<file path="src/rtl/branch_predictor_if.sv">
// IF/ID-side signal bundle between the MIPS pipeline and the branch predictor.
// Perf counter outputs exist only when BRANCH_PRED_PERF_EN is defined.
interface branch_predictor_if;
  logic [31:0] if_pc;
  logic        if_valid;
  logic        pred_taken;
  logic        stall;
  logic        flush;
  logic        id_is_beq;
  logic        id_is_bne;
  logic        equ;
  logic        actual_taken;
  logic        mispredict;
  logic        id_pred;
`ifdef BRANCH_PRED_PERF_EN
  logic [31:0] perf_branches;
  logic [31:0] perf_mispredicts;
`endif

  // Pipeline side: drives fetch/decode state, consumes prediction and resolution
  modport master (
    output if_pc, if_valid, stall, flush, id_is_beq, id_is_bne, equ,
`ifdef BRANCH_PRED_PERF_EN
    input  perf_branches, perf_mispredicts,
`endif
    input  pred_taken, actual_taken, mispredict, id_pred
  );

  modport slave (
    input  if_pc, if_valid, stall, flush, id_is_beq, id_is_bne, equ,
`ifdef BRANCH_PRED_PERF_EN
    output perf_branches, perf_mispredicts,
`endif
    output pred_taken, actual_taken, mispredict, id_pred
  );
endinterface

</file>
<file path="src/rtl/branch_predictor.sv">
// 2-bit saturating-counter BHT: predicts BEQ/BNE at IF, resolves in ID, trains the table.
// Optional BRANCH_PRED_PERF_EN adds wrapping branch/mispredict counters.
module branch_predictor #(
  parameter int unsigned IDX_W    = 6,
  parameter logic [1:0]  INIT_CTR = 2'b01
) (
  input logic               clk,
  input logic               rst,
  branch_predictor_if.slave bp
);
  localparam int unsigned DEPTH = 1 << IDX_W;

  logic [1:0]       r_ctr [DEPTH];
  logic             r_id_valid;
  logic             r_id_pred;
  logic [IDX_W-1:0] r_id_idx;

  logic [IDX_W-1:0] w_if_idx;
  logic             w_pred;
  logic             w_actual;
  logic             w_resolve;
  logic             w_mispredict;
  logic [1:0]       w_ctr_cur;
  logic [1:0]       w_ctr_next;
  logic             w_unused_pc;

  assign w_if_idx    = bp.if_pc[IDX_W+1:2];
  assign w_unused_pc = ^{bp.if_pc[31:IDX_W+2], bp.if_pc[1:0]};

  // Table read is combinational and never bypasses a same-cycle write
  assign w_pred = r_ctr[w_if_idx][1];

  // BEQ wins when both decode flags are (illegally) high
  always_comb begin
    w_actual = 1'b0;
    if (r_id_valid) begin
      if (bp.id_is_beq)      w_actual = bp.equ;
      else if (bp.id_is_bne) w_actual = ~bp.equ;
    end
  end

  // equ may be stale while stalled, so resolution waits for the first free cycle
  assign w_resolve    = r_id_valid & (bp.id_is_beq | bp.id_is_bne) & ~bp.stall;
  assign w_mispredict = w_resolve & (w_actual != r_id_pred);

  assign w_ctr_cur = r_ctr[r_id_idx];

  always_comb begin
    w_ctr_next = w_ctr_cur;
    if (w_actual && (w_ctr_cur != 2'b11))       w_ctr_next = w_ctr_cur + 2'd1;
    else if (!w_actual && (w_ctr_cur != 2'b00)) w_ctr_next = w_ctr_cur - 2'd1;
  end

  always_ff @(posedge clk) begin
    if (rst) begin
      for (int unsigned i = 0; i < DEPTH; i++) r_ctr[i] <= INIT_CTR;
      r_id_valid <= 1'b0;
      r_id_pred  <= 1'b0;
      r_id_idx   <= '0;
    end else begin
      if (w_resolve) r_ctr[r_id_idx] <= w_ctr_next;
      if (!bp.stall) begin
        r_id_valid <= bp.if_valid & ~bp.flush & ~w_mispredict;
        r_id_pred  <= w_pred;
        r_id_idx   <= w_if_idx;
      end
    end
  end

  assign bp.pred_taken   = w_pred;
  assign bp.actual_taken = w_actual;
  assign bp.mispredict   = w_mispredict;
  assign bp.id_pred      = r_id_pred;

`ifdef BRANCH_PRED_PERF_EN
  logic [31:0] r_perf_branches;
  logic [31:0] r_perf_mispredicts;

  always_ff @(posedge clk) begin
    if (rst) begin
      r_perf_branches    <= '0;
      r_perf_mispredicts <= '0;
    end else begin
      if (w_resolve)    r_perf_branches    <= r_perf_branches + 32'd1;
      if (w_mispredict) r_perf_mispredicts <= r_perf_mispredicts + 32'd1;
    end
  end

  assign bp.perf_branches    = r_perf_branches;
  assign bp.perf_mispredicts = r_perf_mispredicts;
`endif
endmodule

</file>
<file path="src/flat_wrapper.sv">
// flat-port wrapper written by rule: the top's interface ports become plain ports
module branch_predictor_flat 
#(
  parameter int unsigned IDX_W    = 6,
  parameter logic [1:0]  INIT_CTR = 2'b01
)
  (clk, rst, bp_if_pc, bp_if_valid, bp_stall, bp_flush, bp_id_is_beq, bp_id_is_bne, bp_equ, bp_pred_taken, bp_actual_taken, bp_mispredict, bp_id_pred);
  branch_predictor_if bp_i ();
  input logic clk;
  input logic rst;
  input wire logic [$bits(bp_i.if_pc)-1:0] bp_if_pc;
  input wire logic [$bits(bp_i.if_valid)-1:0] bp_if_valid;
  input wire logic [$bits(bp_i.stall)-1:0] bp_stall;
  input wire logic [$bits(bp_i.flush)-1:0] bp_flush;
  input wire logic [$bits(bp_i.id_is_beq)-1:0] bp_id_is_beq;
  input wire logic [$bits(bp_i.id_is_bne)-1:0] bp_id_is_bne;
  input wire logic [$bits(bp_i.equ)-1:0] bp_equ;
  output wire logic [$bits(bp_i.pred_taken)-1:0] bp_pred_taken;
  output wire logic [$bits(bp_i.actual_taken)-1:0] bp_actual_taken;
  output wire logic [$bits(bp_i.mispredict)-1:0] bp_mispredict;
  output wire logic [$bits(bp_i.id_pred)-1:0] bp_id_pred;
  assign bp_i.if_pc = bp_if_pc;
  assign bp_i.if_valid = bp_if_valid;
  assign bp_i.stall = bp_stall;
  assign bp_i.flush = bp_flush;
  assign bp_i.id_is_beq = bp_id_is_beq;
  assign bp_i.id_is_bne = bp_id_is_bne;
  assign bp_i.equ = bp_equ;
  assign bp_pred_taken = bp_i.pred_taken;
  assign bp_actual_taken = bp_i.actual_taken;
  assign bp_mispredict = bp_i.mispredict;
  assign bp_id_pred = bp_i.id_pred;
  branch_predictor #(.IDX_W(IDX_W), .INIT_CTR(INIT_CTR)) u_core (.clk(clk), .rst(rst), .bp(bp_i));
endmodule
</file>
<file path="config.mk">
export PLATFORM = sky130hd
export DESIGN_NAME = branch_predictor_flat
export DESIGN_NICKNAME = d
export VERILOG_FILES = /design/src/rtl/branch_predictor_if.sv /design/src/rtl/branch_predictor.sv /design/src/flat_wrapper.sv
export SDC_FILE = /design/constraint.sdc
export NUM_CORES = 1
export LEC_CHECK = 0
export ABC_AREA = 1
export CORE_MARGIN = 10
export CORE_UTILIZATION = 61
export DETAILED_ROUTE_END_ITERATION = 16
export GPL_TIMING_DRIVEN = 0
export PLACE_DENSITY = 0.81
export RECOVER_POWER = 50
export SLEW_MARGIN = 20
export SYNTH_ARGS = -nofsm -noshare
export SYNTH_HDL_FRONTEND = slang
export SYNTH_SLANG_ARGS = --single-unit
</file>
<file path="constraint.sdc">
create_clock -name clk -period 3.5 [get_ports clk]
set_clock_uncertainty 0.2 [all_clocks]
set_input_delay 0.525 -clock clk [delete_from_list [all_inputs] [get_ports clk]]
set_output_delay 0.525 -clock clk [all_outputs]
set_load 0.1 [all_outputs]
</file>
==> results.md <==
* Critical path, cell by cell: buf_2 -> inv_1 -> clkbuf_1 -> o21ai_0 -> o22ai_1 -> nand2_1 -> nand2_1 -> nand2_1 -> nand3_1 -> nand3_1 -> nand2_1 -> clkbuf_4
* Slew @ Worst Pin at 984 ps
* Initial Util at between 60% and 70%
* Slew margin rel. at between 30% and 40%
* Placer's final routability congestion estimate at between 1 and 1.5
* Yosys reg bits at 142
* Most frequent cells in the layout: 251 x nand2_1, 156 x nand3_1, 128 x edfxtp_1, 122 x nor2_1, 104 x inv_1
* Area delta synth->final at 12.6%
* Root buffer cell: clkbuf_16
* Mapped cell area at between 8000 and 9000 um^2
* F_max at between 200 and 300 MHz
* Die Footprint at 18,600 um^2
* Area contributors post-synth: edfxtp_1 47%, nand2_1 11%, nand3_1 9.5%
* Drc violations at 0
* Die extent in y at 136 um
* Crit Path Class: input pin to output port
* Most common cell after layout, fill and taps aside: nand2_1
* Cell leakage power at around 3.4 nW
* Die width at about 140 um
* Vias post-DR at about 7,500
* N_diodes at 0
* FF-to-FF path depth at 16
* Initial antenna violation count at 0
* Syn_area_per_cell at slightly above 8 um^2
* Bufs on Longest Clock Path at 2
* Post-route ant nets at 0
* Hold Path Depth at 2
* Fill cell count at between 1,000 and 1,500
* Crit Path Max Fanout at 10
* Max VDD drop at around 0.0004 V
* Setup Viol. Count Final at 0
* Most used cell, CP: nand2_1
* Synth Instances at approximately 1,000
* Slowest stage cell on the critical path: clkbuf_1
* Period utilization at a little over nine tenths
* Tot GR Track Use at between 20 and 30%
* Vias per std cell at slightly above 6
* Congestion Overflow GR at 0
* Critical Path RT at 2770 ps
* Worst-path clk slew at approximately 60 ps
* R2r setup slk at roughly 90 ps
* Ports at between 40 and 50
* Max-slew violation count at 0
* P per Cell Area at 522 nW/um^2
* HP Class: flip-flop to flip-flop
* First-pass GRT wire length at roughly 40 mm
* Multi-input logic area at between 3000 and 4000 um^2
* CTS Buf Count at 17
* Hold path startpoint: u_core.r_id_valid$_SDFFE_PP0N_
* Num Clock Sinks at about 140
* Nature of the critical path endpoint: output port
* Post-synth top area share at 46.5%
* WHS at around 360 ps
* Reg-to-Reg End: u_core.r_ctr[56][0]$_SDFFCE_PN1P_
* Syn. warnings at 0
* # port buffers at 15
* Arrival time worst endpoint at 2740 ps
* Rows at 42
* CTS Hold Bufs at 0
* CP max stage delay at between 600 and 700 ps
* Unique masters post-synth at 30
* Min Tclk post-route at around 3500 ps
* Status: completed
* Layout Nets at approximately 1,100
* Max cap viols at 0
* Largest net degree at the start of global routing at 17
* CTS tree: done
* Final TNS setup at 0 ps
* Clock latency on the worst-skew pair at ~440 ps
* Wire per inst at between 20 and 25 um
* Leading area contributor after synthesis: edfxtp_1
* Layout cell share with drive strength beyond 1 at about 15%
* Final wirelength at about 27 mm
* RSZ-0062 raised after global routing: false
* Max H-tree Level at 4
* Initial DRT Pass Iterations at 6
* CORE AREA at around 13,000 um^2
* DP HPWL at ~18 mm
* Initial DRC Count at ~1,300
* Synthesized Nets at between 1,000 and 1,500
* Hold Path End: u_core.r_id_valid$_SDFFE_PP0N_
* Final-report hold violation count at 0
* Crit path launch type: input pin
* Register Area at 4120 um^2
* Seq/Total Area, Yosys at approximately 50%
* Vias in the first global route at about 7,000
==> synthesized netlist by cell type <==
library cell / n
o21ai_0: 37
nor3_2: 1
buf_6: 27
dfxtp_1: 14
inv_1: 104
nand2_4: 2
ha_1: 2
nand2_8: 1
o22ai_1: 14
buf_4: 4
nand4_1: 6
nand3_2: 22
nor2_1: 122
clkbuf_1: 16
or2_1: 1
nand2_2: 2
nand2_1: 252
o21ai_1: 8
inv_4: 1
buf_2: 15
nor3_1: 8
xnor2_1: 1
xor2_1: 1
inv_2: 2
a21oi_1: 16
nand3b_1: 1
nand3_4: 1
edfxtp_1: 128
nand3_1: 156
nor2_2: 40
==> per-layer routing <==
layer	up-vias	share of wire [%]	GRT usage (%)
met4	0	5.3	16.7
met3	117	15	9.85
li1	3396	-	-
met5	-	0	0
met1	3429	36	35.9
met2	555	44	45.0
==> repair_timing <==
action,4_1_cts,5_1_grt
endpoints found under the setup margin,2,121
setup buffers,0,2
resized for setup,9,7
==> state kept, by name, indices dropped and copies added, names as in the netlist, named ones only <==
register	count
u_core.r_id_valid	1
u_core.bp.id_pred	1
u_core.r_ctr	128
u_core.r_id_idx	6
==> kinds of logic (layout without fill, tap and decap cells) <==
family                   count (synthesis)  in the layout  synth area share (%)
buffers and inverters                  169            218                  10.6
AO/OA/AOI/OAI                           75             75                  4.76
AND/OR/NAND/NOR                        615            615                  34.2
flip-flops                             142            142                  49.9
adder cells (fa/ha/maj)                  2              2                 0.303
XOR/XNOR                                 2              2                 0.212
==> how the worst max path moves through the flow <==
| stage | startpoint | slack [ps] | to | depth (start not counted) |
|---|---|---|---|---|
| 2_1_floorplan | bp_if_pc[2] | 570 | bp_pred_taken | 12 |
| 3_3_place_gp | bp_if_pc[3] | -940 | bp_pred_taken | 12 |
| 3_5_place_dp | bp_if_pc[3] | -960 | bp_pred_taken | 12 |
| 4_1_cts | bp_if_pc[3] | 5 | bp_pred_taken | 12 |
| 5_1_grt | bp_if_pc[2] | 10 | bp_pred_taken | 12 |
| 6_report | bp_if_pc[2] | 40 | bp_pred_taken | 12 |
==> final cells by class <==
class | instances | share of cell area (%)
inverters | 107 | 4.39
repair buffers | 17 | 1.75
well taps | 176 | 2.37
plain buffers | 62 | 5.17
flip-flops and latches | 142 | 44.3
clock buffers | 25 | 6.15
multi-input cells | 694 | 35.1
clock inverters | 7 | 0.700
==> worst max-delay path, delay by kind of cell <==
family	cells	cell delay (ps)
compound gates	2	370
buf+inv	4	1250
simple gates	6	580
==> stage by stage <==
stage / instances / utilization, % / setup WS (ps) / total power [W] / instance area (um^2)
after floorplan: 1005 / - / 566 / 0.00262 / 8260
after global placement: 1196 / 65.2 / -943 / 0.00292 / 8630
after detailed placement: 1196 / 65.2 / -957 / 0.00293 / 8630
after CTS: 1228 / 70.0 / 4.74 / 0.00480 / 9270
after global routing: 1230 / 70.2 / 10.3 / 0.00496 / 9300
final: 1230 / 70.2 / 39.4 / 0.00486 / 9300
==> where the power goes <==
group          total, W  switching [W]  internal [W]  leakage (nW)
Combinational   0.00102       0.000727      0.000291          1.88
Sequential      0.00192      0.0000323       0.00188          1.23
Clock           0.00192       0.000715       0.00121         0.319
No activity file was read; power rests on OpenSTA's default activity.
